--- src/rtl/clkdiv_monitor.sv ---
// clkdiv_monitor
//   Receive-side checker for a divided/toggling signal. Measures the rise-to-rise
//   period and the high width of `din` in `clk` cycles, declares lock after
//   LOCK_CNT consecutive identical periods, and pulses `timeout` when no rising
//   edge arrives within MAX_PERIOD cycles.
//
//   Optional build macro: DIN_SYNC_EN -- passes `din` through a 2-flop
//   synchronizer (reset to 0) before edge detection, adding 2 cycles of latency.
//
// Ports:
//   clk        in   system clock, rising edge
//   reset      in   synchronous, active-high reset
//   din        in   monitored divided-clock signal
//   period     out  [CW-1:0] last measured rise-to-rise period
//   high_time  out  [CW-1:0] last measured high width
//   meas_valid out  one-cycle pulse when period/high_time update
//   locked     out  level, LOCK_CNT consecutive identical periods seen
//   timeout    out  one-cycle pulse on loss of activity
module clkdiv_monitor #(
    parameter int unsigned CW         = 8,
    parameter int unsigned LOCK_CNT   = 4,
    parameter int unsigned MAX_PERIOD = 200
) (
    input  logic          clk,
    input  logic          reset,
    input  logic          din,
    output logic [CW-1:0] period,
    output logic [CW-1:0] high_time,
    output logic          meas_valid,
    output logic          locked,
    output logic          timeout
);

    typedef enum logic [1:0] {IDLE, ARM, MEAS} state_t;

    localparam logic [CW-1:0] CNT_SAT = '1;
    localparam logic [CW-1:0] MAX_P   = CW'(MAX_PERIOD);
    localparam logic [3:0]    LOCK_V  = 4'(LOCK_CNT);

    state_t        state;
    logic          din_e;
    logic          din_q;
    logic          rise;
    logic [CW-1:0] per_cnt;
    logic [CW-1:0] hi_cnt;
    logic [CW-1:0] last_per;
    logic [3:0]    match_cnt;
    logic [3:0]    match_nxt;

`ifdef DIN_SYNC_EN
    logic din_s1;
    logic din_s2;

    always_ff @(posedge clk) begin
        if (reset) begin
            din_s1 <= 1'b0;
            din_s2 <= 1'b0;
        end else begin
            din_s1 <= din;
            din_s2 <= din_s1;
        end
    end

    always_comb din_e = din_s2;
`else
    always_comb din_e = din;
`endif

    always_comb rise = din_e & ~din_q;

    // Match count after the current measurement. The first period measured out
    // of ARM has nothing to compare against, so it only seeds the run.
    always_comb begin
        match_nxt = 4'd1;
        if (state == MEAS && per_cnt == last_per)
            match_nxt = (match_cnt >= LOCK_V) ? LOCK_V : match_cnt + 4'd1;
    end

    always_ff @(posedge clk) begin
        if (reset) begin
            state      <= IDLE;
            din_q      <= 1'b0;
            per_cnt    <= '0;
            hi_cnt     <= '0;
            last_per   <= '0;
            match_cnt  <= '0;
            period     <= '0;
            high_time  <= '0;
            meas_valid <= 1'b0;
            locked     <= 1'b0;
            timeout    <= 1'b0;
        end else begin
            din_q      <= din_e;
            meas_valid <= 1'b0;
            timeout    <= 1'b0;
            case (state)
                IDLE: begin
                    if (rise) begin
                        per_cnt <= CW'(1);
                        hi_cnt  <= CW'(1);
                        state   <= ARM;
                    end
                end
                ARM, MEAS: begin
                    // A rise on the same cycle per_cnt reaches MAX_PERIOD is a
                    // valid measurement, so the rise branch is checked first.
                    if (rise) begin
                        period     <= per_cnt;
                        high_time  <= hi_cnt;
                        meas_valid <= 1'b1;
                        last_per   <= per_cnt;
                        match_cnt  <= match_nxt;
                        locked     <= (match_nxt == LOCK_V);
                        per_cnt    <= CW'(1);
                        hi_cnt     <= CW'(1);
                        state      <= MEAS;
                    end else if (per_cnt == MAX_P) begin
                        timeout   <= 1'b1;
                        locked    <= 1'b0;
                        match_cnt <= '0;
                        state     <= IDLE;
                    end else begin
                        if (per_cnt != CNT_SAT)
                            per_cnt <= per_cnt + CW'(1);
                        if (din_e && hi_cnt != CNT_SAT)
                            hi_cnt <= hi_cnt + CW'(1);
                    end
                end
                default: state <= IDLE;
            endcase
        end
    end

endmodule

--- config.mk ---
export PLATFORM = sky130hd
export DESIGN_NAME = clkdiv_monitor
export DESIGN_NICKNAME = d
export VERILOG_FILES = /design/src/rtl/clkdiv_monitor.sv
export SDC_FILE = /design/constraint.sdc
export NUM_CORES = 1
export LEC_CHECK = 0
export CORE_UTILIZATION = 62
export DETAILED_ROUTE_END_ITERATION = 6
export DONT_BUFFER_PORTS = 1
export GPL_TIMING_DRIVEN = 0
export PLACE_DENSITY_LB_ADDON = 0.2
export SLEW_MARGIN = 15
export SYNTH_ARGS = -nofsm -noshare
export SYNTH_HDL_FRONTEND = slang
export SYNTH_SLANG_ARGS = --single-unit
--- constraint.sdc ---
create_clock -name clk -period 2 [get_ports clk]
set_input_delay 0.4 -clock clk [delete_from_list [all_inputs] [get_ports clk]]
set_output_delay 0.4 -clock clk [all_outputs]
set_load 0.02 [all_outputs]
==> flow_summary_export.csv, run 1 <==
group,metric,value,unit
outcome,status,"finished clean",
placed_design,dp_hpwl,3.520,mm
synth,synthMuxAreaShare,0.9849,%
clock_network,cts.clk_slew.worst_paths,0.12,ns
synth,synth_adder_area_share,3.476,%
route,drc_errors,0,
cells_and_area,n_fill_cell,281,
cells_and_area,area_delta_synth_final,8.575,%
grt,gr-total-overflow,0,
cells_and_area,layout.nets,277,
timing,finalWorstSetupSlack,0.1049,ns
grt,grt_pass1_vias,1614,
die,fp.dieH,61.02,um
synth,synth_cell_types,57,
setup_path,critPathKind,"flop to flop",
clock_network,cts_tree,"yes",
cells_and_area,seq_area,840.8,sq um
placed_design,dpl-instance-area,0.002217,sq mm
timing,fmax,527.7,MHz
synth,synth-main-ff-cell,"dfxtp_1",
timing,setup_viol,0,
power,power.leakage,0.7877,nW
clock_network,root_buffer,"clkbuf_4",
setup_path,timing.critical_path.from_type,"flop",
synth,synth_compound_area_share,20.05,%
route,drtIter0Drc,132,
setup_path,crit_required,2.24,ns
setup_path,cp_max_fo,8,
synth,syn_area,0.002160,sq mm
timing,worst_pin_slew,0.5642,ns
clock_network,htreeDepth,2,
clock_network,ctsResizeCount,1,
synth,ys_ff_latch,42,
clock_network,cts_hold_buf,0,
power,vdd_ir_drop_max,593.7,uV
route,drtPass1Iterations,4,
placed_design,pre_cts_ws,-0.01006,ns
placed_design,dp.cells,307,
timing,final_max_slew_viol_count,0,
clock_network,post-cts-setup-buffers,0,
timing,period_needed,1.895,ns
synth,yosys.area_share.simple,27.81,%
route,wire_per_inst,15.53,um
hold_path,hold_path_class,"input port to flop",
timing,slew_headroom,62.39,%
clock_network,cts_buffers,5,
synth,postSynthCellCount,261,
synth,post_synth.cell_area_avg,8.274,sq um
setup_path,end_kind,"flop",
job,drv_cap,0,
cells_and_area,fin_area,0.002345,sq mm
die,die_area,0.003723,sq mm
cells_and_area,fin_util,70.27,%
synth,synth_top_family_by_area,"simple AND/OR/NAND/NOR gates",
timing,finalCritPeriodShare,94.76,%
grt,grt_pass1_wl,7.514,mm
die,row_count,21,
synth,synth_seq_area_share,38.93,%
timing,finClkSkew,0.01014,ns
setup_path,cp.arrival,2.14,ns
synth,synth_enable_flop_cells,0,
route,antenna_left,0,
die,die_width,61.02,um
die,core_area,0.003337,sq mm
timing,finalHoldViolCount,0,
route,drt_wl_total,4.891,mm
grt,antenna_found_initial,0,
grt,gr-usage-all-layers,28.21,%
clock_network,cts_buffer_depth,2,
synth,ys_async_sr_fraction,0,%
synth,yosys_warnings,0,
placed_design,numPortBuffers,0,
clock_network,cts.sinks,42,
placed_design,routabilityCongestion,0.8567,
die,initial_utilization,64.72,%
die,ios,22,
cells_and_area,drive_above_1_share,15.61,%
timing,final.setup.tns,0,ns
cells_and_area,layoutNonFillerInstCount,315,
clock_network,clock_latency,0.37,ns
synth,syn_nets,270,
cells_and_area,diodes,0,
route,vias_per_cell,6.162,
synth,synth_xor_area_share,3.244,%
grt,grt_start_max_net_pins,15,
timing,rsz0062_at_grt,"false",
route,vias,1941,
power,p_per_area,721.1,mW/mm^2
cells_and_area,multi_input_area,0.001240,sq mm
-- placed cells by master, fill, tap and decap left out, types with 3 or more instances in the layout --
| cell | count |
|---|---|
| nand2_1 | 53 |
| dfxtp_1 | 42 |
| a21oi_1 | 27 |
| nor2_1 | 15 |
| nor3_1 | 9 |
| xnor2_1 | 8 |
| inv_1 | 6 |
| clkbuf_4 | 6 |
| nand3_1 | 6 |
| ha_1 | 6 |
| o21ai_0 | 5 |
| a31oi_1 | 5 |
| clkbuf_1 | 4 |
| buf_2 | 4 |
| buf_4 | 3 |
| clkbuf_2 | 3 |
| o22ai_1 | 3 |
| a211oi_1 | 3 |
| a22oi_1 | 3 |
-- worst max-delay path: stages, from the launching register on --
cell and delay [ns]:
dfxtp_1 0.36, clkbuf_4 0.19, inv_1 0.05, ha_1 0.26, and3_4 0.20, or2_4 0.28
o41ai_2 0.34, a21oi_1 0.10
-- per-layer routing --
layer | routed length (um) | up-vias | GRT usage [%]
met5 | 0 | - | 0
met4 | 151 | 0 | 12.66
met1 | 2087 | 897 | 35.46
met3 | 355 | 15 | 9.034
li1 | - | 946 | -
met2 | 2297 | 83 | 44.25
-- cells in the mapped netlist, types with 5 or more instances --
master / number / area (sq um)
a21oi_1: 27 / 135.1
a31oi_1: 5 / 31.28
buf_2: 5 / 25.02
clkbuf_1: 7 / 26.28
dfxtp_1: 42 / 840.8
ha_1: 6 / 75.07
inv_1: 6 / 22.52
nand2_1: 53 / 198.9
nand3_1: 7 / 35.03
nor2_1: 15 / 56.30
nor3_1: 11 / 55.05
o21ai_0: 6 / 30.03
xnor2_1: 8 / 70.07
-- stage by stage --
| stage | hold slack, ns | total power, W |
|---|---|---|
| after floorplan | 0.4356 | 0.001081 |
| after global placement | 0.4516 | 0.001136 |
| after detailed placement | 0.4550 | 0.001139 |
| after CTS | 0.1462 | 0.001686 |
| after global routing | 0.1551 | 0.001760 |
| final | 0.1585 | 0.001691 |
-- sequential cells by signal (all words and copies together) (netlist names) --
name / count
match_cnt: 4
din_q: 1
state: 2
high_time: 8
locked: 1
meas_valid: 1
last_per: 8
hi_cnt: 8
per_cnt: 8
timeout: 1
-- report_power, final --
group          internal (W)  switching [W]  leakage, nW
clock              0.000265       0.000289       0.0456
sequential         0.000853      0.0000169        0.340
combinational     0.0000918       0.000175        0.403
total               0.00121       0.000481        0.788
-- kinds of logic (layout without fill, tap and decap cells) --
group	Yosys count	count (layout)
xor gates and xnor gates	8	8
and+or+nand+nor	116	116
muxes	2	2
adders and majority gates	6	6
buffers and inverters	23	31
AOI/OAI and AO/OA	64	64
DFF	42	42
-- final timing paths --
check	start	end	slack (ns)	depth (start not counted)
worst max register to register	per_cnt[0]$_SDFFE_PP0P_	per_cnt[7]$_SDFFE_PP0P_	0.10	7
worst max-delay path	per_cnt[0]$_SDFFE_PP0P_	per_cnt[7]$_SDFFE_PP0P_	0.10	7
worst min register to register	match_cnt[1]$_SDFFE_PP0P_	match_cnt[1]$_SDFFE_PP0P_	0.47	2
worst min-delay path	din	din_q$_SDFF_PP0_	0.16	2
-- cell type report --
cell class / instances / area share, %
sequential: 42 / 35.86
buffer: 17 / 4.376
multi-input combinational: 196 / 52.88
clock inverter: 3 / 1.868
clock buffer: 5 / 1.601
inverter: 6 / 0.9605
tap: 46 / 2.455
Power figures use the tool's default switching activity.
==> run 2: changes to the inputs <==
--- a/config.mk
+++ b/config.mk
@@ -5,7 +5,7 @@
 export SDC_FILE = /design/constraint.sdc
 export NUM_CORES = 1
 export LEC_CHECK = 0
-export CORE_UTILIZATION = 62
+export CORE_UTILIZATION = 40
 export DETAILED_ROUTE_END_ITERATION = 6
 export DONT_BUFFER_PORTS = 1
 export GPL_TIMING_DRIVEN = 0
==> run 2 against run 1 <==
Compared with the run above:
- register-to-register slack improved by 0.04 ns
- core utilization is 24 points lower
- critical path type unchanged
- design area is 0.80% higher
- routed wire length rose by 9.8%
- power increased by 1.2%
- clock power up 4.1%
- die area grew 53%
- largest cell class unchanged
- critical endpoint unchanged
==> flow_summary_export.csv, run 2 (synthesis gave the netlist of run 1 again) <==
group,metric,value,unit
cells_and_area,drive_above_1_share,14.55,%
grt,grt_start_max_net_pins,14,
route,antenna_left,0,
cells_and_area,final_common_cell,"nand2_1",
setup_path,regToRegSetupSlack,0.14,ns
clock_network,cts_buffers,5,
timing,period_needed,1.856,ns
clock_network,root_buffer,"clkbuf_8",
timing,final_max_slew_viol_count,0,
timing,setup_viol,0,
placed_design,dp_hpwl,3.840,mm
clock_network,cts_tree,"yes",
cells_and_area,layout_common_cells,"nand2_1 (53), dfxtp_1 (41), a21oi_1 (27), nor2_1 (15), nor3_1 (10)",
timing,rsz0062_at_grt,"false",
setup_path,critPathKind,"flop to flop",
power,p_per_area,724.3,mW/mm^2
power,p_sw_share,28.76,%
cells_and_area,layoutNonFillerInstCount,338,
grt,gr-usage-all-layers,20.25,%
route,vias,1912,
job,drv_cap,0,
setup_path,crit_end,"per_cnt[7]$_SDFFE_PP0P_",
power,pwr-share-clk,33.8,%
setup_path,slowest_delay,0.37,ns
clock_network,htreeDepth,2,
timing,finalCritPeriodShare,92.82,%
power,combPwrFrac,15.6,%
die,fp.dieH,75.48,um
route,drtPass1Iterations,4,
outcome,status,"finished clean",
setup_path,reg2reg_depth,7,
placed_design,routabilityCongestion,0.8437,
timing,final.setup.tns,0,ns
cells_and_area,layout.nets,276,
route,vias_per_cell,5.657,
die,ios,22,
cells_and_area,fin_util,45.98,%
setup_path,reg2reg_to,"per_cnt[7]$_SDFFE_PP0P_",
placed_design,dp.cells,331,
power,p_int,0.001220,W
timing,worst_pin_slew,0.6550,ns
grt,grt_pass1_vias,1652,
route,drc_errors,0,
die,die_area,0.005696,sq mm
power,vdd_ir_drop_max,322.9,uV
cells_and_area,area_delta_synth_final,9.444,%
setup_path,timing.critical_path.from_type,"flop",
cells_and_area,diodes,0,
setup_path,cp.arrival,2.02,ns
setup_path,r2r-start,"per_cnt[0]$_SDFFE_PP0P_",
placed_design,pre_cts_ws,-0.04595,ns
timing,finalWorstSetupSlack,0.1436,ns
route,drt_wl_total,5.369,mm
die,row_count,26,
timing,slew_headroom,55.21,%
route,wire_per_inst,15.88,um
hold_path,hold_path_class,"input port to flop",
grt,grt_pass1_wl,8.349,mm
grt,gr-total-overflow,0,
clock_network,cts.clk_slew.worst_paths,0.08,ns
power,switching_power,0.0004923,W
clock_network,cts_hold_buf,0,
placed_design,numPortBuffers,0,
die,initial_utilization,42.02,%
setup_path,startpoint,"per_cnt[0]$_SDFFE_PP0P_",
setup_path,crit_required,2.17,ns
route,drtIter0Drc,200,
setup_path,cp_max_fo,8,
power,power.leakage,0.7632,nW
setup_path,crit_chain,"clkbuf_4, inv_1, ha_2, and3_4, or2_4, o41ai_1, a21oi_1",
die,core_area,0.005140,sq mm
power,power,0.001712,W
clock_network,clock_latency,0.30,ns
timing,finalHoldViolCount,0,
setup_path,end_kind,"flop",
clock_network,cts.sinks,42,
power,power_frac_seq,50.7,%
timing,fmax,538.7,MHz
grt,antenna_found_initial,0,
die,die_width,75.48,um
timing,finClkSkew,0.002644,ns
clock_network,cts_buffer_depth,2,
setup_path,crit_slowest_cell,"o41ai_1",
==> run 2: cell types whose count changed in the layout (fill, tap and decap cells not counted), sizes merged <==
cell | previous run | this run
buf | 9 | 8
inv | 7 | 6
clkinvlp | 0 | 1
clkbuf | 13 | 14
bufinv | 1 | 0
==> run 2: final cells by class <==
cell class              instances  area [sq um]
fillers                       558          2776
multi-input cells             196          1219
flip-flops and latches         42         842.1
plain buffers                  16         97.59
well taps                      70         87.58
clock buffers                   6         82.58
inverters                       6         22.52
clock inverters                 2         12.51
==> run 2: power groups by stage <==
stage               registers (W)  clock network [W]  logic (W)
floorplan                0.000885                  0   0.000197
global placement         0.000887                  0   0.000255
detailed placement       0.000887                  0   0.000256
CTS                      0.000868           0.000596   0.000259
global route             0.000871           0.000626   0.000295
finish                   0.000868           0.000578   0.000266
==> run 2: per-stage QoR <==
stage	cell area (sq um)	hold WS, ns
global placement	2247	0.4475
CTS	2344	0.2217
detailed placement	2247	0.4626
global route	2364	0.2440
floorplan	2160	0.4356
finish	2364	0.2318
==> run 2: critical path: cells and delay by family, from the launching register on <==
kind	cells	cell delay [ns]
flops	1	0.34
buf+inv	2	0.23
compound gates	2	0.47
simple gates	2	0.47
fa+ha+maj	1	0.21
==> run 2: worst min-delay path by stage <==
stage | cells after the start | slack, ns | to | start
floorplan | 2 | 0.44 | match_cnt[1]$_SDFFE_PP0P_ | match_cnt[1]$_SDFFE_PP0P_
global placement | 2 | 0.45 | match_cnt[1]$_SDFFE_PP0P_ | match_cnt[1]$_SDFFE_PP0P_
detailed placement | 2 | 0.46 | match_cnt[1]$_SDFFE_PP0P_ | match_cnt[1]$_SDFFE_PP0P_
CTS | 2 | 0.22 | din_q$_SDFF_PP0_ | din
global route | 2 | 0.24 | din_q$_SDFF_PP0_ | din
finish | 2 | 0.23 | din_q$_SDFF_PP0_ | din
==> run 2: per-layer routing <==
metal	up-vias	share of wire (%)	global-route usage (%)
met1	916	47	26.22
met4	0	1.4	7.819
met3	7	4.5	4.497
met5	-	0	0
met2	45	47	32.94
li1	944	-	-
==> run 2: repair_timing <==
| action | CTS | global route |
|---|---|---|
| setup endpoints to repair | 12 | 22 |
| setup buffers | 0 | 0 |
| resized for setup | 1 | 10 |
| cloned | 0 | 0 |
